[config.mk]
export PLATFORM = sky130hd
export DESIGN_NAME = rom_arbiter
export DESIGN_NICKNAME = d
export VERILOG_FILES = /design/src/rtl/rom_arbiter.sv
export SDC_FILE = /design/constraint.sdc
export NUM_CORES = 1
export LEC_CHECK = 0
export CAP_MARGIN = 15
export CORE_ASPECT_RATIO = 1.5
export CORE_MARGIN = 2
export CORE_UTILIZATION = 43
export CTS_CLUSTER_DIAMETER = 200
export DETAILED_ROUTE_END_ITERATION = 8
export GPL_TIMING_DRIVEN = 0
export PLACE_DENSITY = 0.82
export SYNTH_ARGS = -nofsm -noshare
export SYNTH_HDL_FRONTEND = slang
export SYNTH_SLANG_ARGS = --single-unit
[constraint.sdc]
create_clock -name ck -period 3.15 [get_ports ck]
set_input_delay 0.63 -clock ck [delete_from_list [all_inputs] [get_ports ck]]
set_output_delay 0.63 -clock ck [all_outputs]
set_load 0.05 [all_outputs]
[src/rtl/rom_arbiter.sv]
// rom_arbiter: two-port round-robin arbiter and read sequencer for a 16x16
// synchronous-address ROM. Grants one requester at a time and drives the
// ROM address/output-enable in ADDR -> READ order. It captures the word in
// READ and returns it with a one-cycle acknowledge in DONE.
//
// state | meaning
// IDLE  | waiting for a request; a grant happens on the edge leaving IDLE
// ADDR  | rom_a stable with rom_oe low; the ROM latches the address
// READ  | rom_oe high for this single cycle; rom_q captured at its end
// DONE  | ack of the owner high, dout valid; always returns to IDLE
//
// Ports:
//   ck, rst        clock, asynchronous active-high reset
//   req0, a0       requester 0 level request and word address
//   req1, a1       requester 1 level request and word address
//   ack0, ack1     one-cycle pulse: dout holds that requester's word
//   dout           registered read data, held until the next READ
//   busy           high in every state except IDLE
//   rom_a, rom_oe  ROM address and output enable (sole driver)
//   rom_q          ROM data, only meaningful while rom_oe is high

module rom_arbiter (
   input  logic        ck,
   input  logic        rst,
   input  logic        req0,
   input  logic [3:0]  a0,
   input  logic        req1,
   input  logic [3:0]  a1,
   output logic        ack0,
   output logic        ack1,
   output logic [15:0] dout,
   output logic        busy,
   output logic [3:0]  rom_a,
   output logic        rom_oe,
   input  logic [15:0] rom_q
);

   typedef enum logic [1:0] {IDLE, ADDR, READ, DONE} state_t;

   state_t state, state_nxt;
   logic   owner;
   logic   last;
   logic   grant;
   logic   win;

   always_comb begin
      state_nxt = state;
      grant     = 1'b0;
      win       = 1'b0;
      case (state)
         IDLE: begin
            if (req0 || req1) begin
               grant     = 1'b1;
               // on a tie the requester that did not win last time goes first
               win       = (req0 && req1) ? ~last : req1;
               state_nxt = ADDR;
            end
         end
         ADDR:    state_nxt = READ;
         READ:    state_nxt = DONE;
         DONE:    state_nxt = IDLE;
         default: state_nxt = IDLE;
      endcase
   end

   always_ff @(posedge ck or posedge rst) begin
      if (rst) state <= IDLE;
      else     state <= state_nxt;
   end

   always_ff @(posedge ck or posedge rst) begin
      if (rst) begin
         rom_a  <= 4'h0;
         rom_oe <= 1'b0;
         owner  <= 1'b0;
         last   <= 1'b1;
         dout   <= 16'h0000;
         ack0   <= 1'b0;
         ack1   <= 1'b0;
      end else begin
         // registered so the enable is high for exactly the READ cycle
         rom_oe <= (state_nxt == READ);
         ack0   <= 1'b0;
         ack1   <= 1'b0;
         if (grant) begin
            rom_a <= win ? a1 : a0;
            owner <= win;
            last  <= win;
         end
         if (state == READ) begin
            dout <= rom_q;
            ack0 <= ~owner;
            ack1 <= owner;
         end
      end
   end

   assign busy = (state != IDLE);

endmodule
# Word-level counts from Yosys, hierarchy flattened
# Index checks and enable logic that the tools add are counted.
[totals]
register_bits = 27
latchBits = 0
ram_bits = 0
mem_bits_ro = 0
inputBits = 28
output_inout_bits = 24
wordCells = 28
memories = 0
[classes]
addsub = 0
n_mul = 0
n_div = 0
order_cmp = 0
eq_ne = 4
shifts = 0
muxes = 10
bitwise_logic = 2
n_reduce_logical = 4
[ops]
columns = ["operator", "count"]
rows = [
  ["$pmux W2 S4", 1],
  ["$mux W1", 7],
  ["$eq A2 B2 Y1 const B", 3],
  ["$mux W4", 1],
  ["$eq A2 B1 Y1 const B", 1],
  ["$logic_not A2 Y1", 1],
  ["$mux W2", 1],
  ["$not A1 Y1", 2],
  ["$reduce_bool A2 Y1", 1],
  ["$logic_and A1 B1 Y1", 1],
  ["$logic_or A1 B1 Y1", 1],
]

# Depth between registers and ports, before layout
[depth]
word_depth = 5
mapped_depth = 6
mapped_depth_nobuf = 5

# Worst setup path before layout
# Ideal clock, no wire load.
[synth_path]
kind = "register to output"
startpoint = "register state[0]"
endpoint = "output port busy"
arrival_time_ns = 1.049
required_time_ns = 2.520
path_slack_ns = 1.471
stages_incl_launch_ff = 5
n_path_buf = 1
cell_sequence = "dfrtp_1 -> inv_1 -> ha_1 -> buf_4 -> inv_1"
[synth_between]
elab_chain_cells = 1
[synth_lines]
columns = ["element", "line", "text"]
rows = [
  ["from (decl)", "40", "state_t state, state_nxt;"],
  ["from (signal assigned)", "68", "else state <= state_nxt;"],
  ["$reduce_bool A2 Y1", "98", "assign busy = (state != IDLE);"],
  ["to (decl)", "32", "output logic busy,"],
]
# Every way passes these cells.

# Worst setup path after layout
# Ends and elaborated chain as after synthesis.

==> summary.txt <==
Tmin final: 2600 ps
asr flop ratio synth: 1.00
Achievable Freq: 0.385 GHz
number of enable flip-flop cells after synthesis: 0
synthesized netlist cell count: 83
worst-path cell chain: inv_1 -> ha_1 -> buf_4 -> inv_1 -> clkdlybuf4s50_1
Pwr Density: 1250 mW/mm^2
Die H: 67.2 um
worst-margin pin slew: 970 ps
RSZ-0062 raised after global routing: no
placed cells: 157
type of the most critical hold path: reg -> reg
Cell Area, Synth: 0.00114 mm^2
worst r2r dst: dout[14]$_DFFE_PP0P_
Final Wtd Congestion: 0.741
P_int: 1.14 mW
max-cap check violation count: 0
top cells by area, synth: dfrtp_1 (57%), mux2_4 (9.2%), mux2_2 (8.9%), ha_1 (3.3%), dfstp_2 (2.3%)
combinational power share: 0.646
clock power share: 0.066
leakage power: 0.738 nW
share of cells above drive strength 1: 0.190
Final Skew: 5.03 ps
Seq pwr share: 0.288
number of I/O pins: 52
HP Start: owner$_DFFE_PP0P_
num rows: 22
initial antenna violation count: 0
DRC viols: 0
number of vias per cell: 5.19
Peak VDD IR: 0.000777 V
Yosys top cell area share: 0.568
Avg Inst Size Synth: 13.8 um^2
Root Buffer Master: clkbuf_4
CP Capture Type: output pin
HPWL after detailed placement: 1860 um
port bufs: 50
First DRT Iteration DRCs: 12
latest clock arrival within the worst-skew pair: 310 ps
R2R Setup Slk: 1780 ps
sequential fraction of the synthesis area: 0.591
# setup viols final: 0
Pins Over Slew Limit: 0
worst path arrival time: 1970 ps
startpoint types: register
slowest stage delay, CP: 790 ps
final worst slack: 550 ps
Sw Ratio: 0.467
worst setup path class: reg -> out
status: finished clean
GRT Util Overall: 0.161
Critical R2R Launch: state[0]$_DFF_PP0_
core area: 0.00248 mm^2
cell taking the most area after synthesis: dfrtp_1
Final Hold Vio Count: 0
via count: 836
Netlist cell types: 22
CTS Sinks: 27
sink of the worst hold path: ack0$_DFF_PP0_
Final TNS setup: 0 ps
Resized cells post-CTS: 0
grt ovf: 0
hold depth: 1
reg2reg path depth: 5
commonest cells after routing, fill and taps aside: clkdlybuf4s50_1 (50), dfrtp_1 (26), mux2_2 (9), mux2_4 (7), nor2_1 (6)
Post-DRT Antenna Nets: 0
slowest stage cell, crit path: clkdlybuf4s50_1
vias in the first global route: 780
cts hold-fix bufs: 0
largest net degree at the start of global routing: 28
Tcrit/Tclk final: 0.826
DR WL/cell: 14.3 um
post-synthesis register bit count: 27
first-pass GRT wire length: 3620 um
ant diodes: 0
Required @ worst endpoint: 2520 ps
Net Switching: 0.994 mW
setup bufs post-CTS: 0
die width: 46.1 um
CTS Buffer Depth: 2
Pre-antenna DRT Iters: 4
Place WS: 900 ps
yosys warns: 0
most common cell after layout, fill and taps aside: clkdlybuf4s50_1
prevailing post-synth register cell: dfrtp_1
Routed WL: 2310 um
H-tree depth reported by CTS: 1
Area Overhead vs Synth: 48.6%
Starting Density: 0.462
die area: 0.00310 mm^2
crit-path max FO: 10
Clock Pin Slew Worst Setup and Hold Paths: 130 ps
Post-Layout Cell Count: 161
Post-Syn Nets: 114
number of CTS-inserted buffers: 3
Final #Nets: 169
CP most frequent cell: inv_1
CTS tree: yes
worst rel slew slack: 0.352
WHS: 457 ps
==> how the worst max path moves through the flow <==
stage | startpoint | to | cells past startpoint | slack (ps)
2_1_floorplan | state[0]$_DFF_PP0_ | busy | 4 | 1470
3_3_place_gp | state[0]$_DFF_PP0_ | busy | 5 | 920
3_5_place_dp | state[0]$_DFF_PP0_ | busy | 5 | 900
4_1_cts | state[0]$_DFF_PP0_ | busy | 5 | 530
5_1_grt | state[0]$_DFF_PP0_ | busy | 5 | 450
6_report | state[0]$_DFF_PP0_ | busy | 5 | 550
==> critical path, delay by kind of cell, from the launching register on <==
kind	cells	cell delay [ps]
DFF	1	390
buffers and inverters	4	1080
adders and majority gates	1	190
==> cell type report <==
type | count | area [um^2]
Buffer | 4 | 43.8
Clock buffer | 4 | 26.3
Fill cell | 171 | 776
Inverter | 4 | 15.0
Multi-Input combinational cell | 48 | 409
Sequential cell | 27 | 677
Tap cell | 24 | 30.0
Timing Repair Buffer | 50 | 500
==> cells in the mapped netlist, types with 2 or more instances <==
library cell / instances
nand4_1: 4
o21ai_0: 5
a31oi_1: 4
inv_1: 4
ha_1: 3
a21o_1: 2
mux2_4: 7
nand2_1: 2
nor2_1: 6
mux2_2: 9
dfrtp_1: 26
==> power groups by stage <==
stage          combinational [mW]  clock, mW  sequential (mW)
2_1_floorplan               0.445          0             1.14
3_3_place_gp                 1.36          0            0.615
3_5_place_dp                 1.38          0            0.628
4_1_cts                      1.39      0.145            0.617
5_1_grt                      1.45      0.159            0.636
6_report                     1.38      0.140            0.614
==> logic make-up (layout without fill, tap and decap cells) <==
family,Yosys count,in the layout,share of synthesized area
flops,27,27,0.591
mux,16,16,0.180
buf+inv,8,62,0.0514
fa+ha+maj,3,3,0.0328
simple gates,16,16,0.0699
compound gates,13,13,0.0743
==> metrics by stage <==
stage	area, um^2	util	power, mW
CTS	1700	0.687	2.15
detailed placement	1680	0.676	2.01
global route	1700	0.687	2.24
floorplan	1140	-	1.58
finish	1700	0.687	2.13
global placement	1680	0.676	1.98
==> sequential cells by signal, summed over array words and instances (netlist names) <==
register	count
rom_a	4
rom_oe	1
state	2
last	1
ack1	1
owner	1
dout	16
ack0	1
==> routing by layer <==
layer	vias up	track usage	share of wire
met1	407	0.190	0.39
met2	28	0.285	0.55
met5	-	0	0
met4	0	0.0536	0.015
met3	4	0.0267	0.045
li1	397	-	-
No activity file was read; power rests on OpenSTA's default activity.
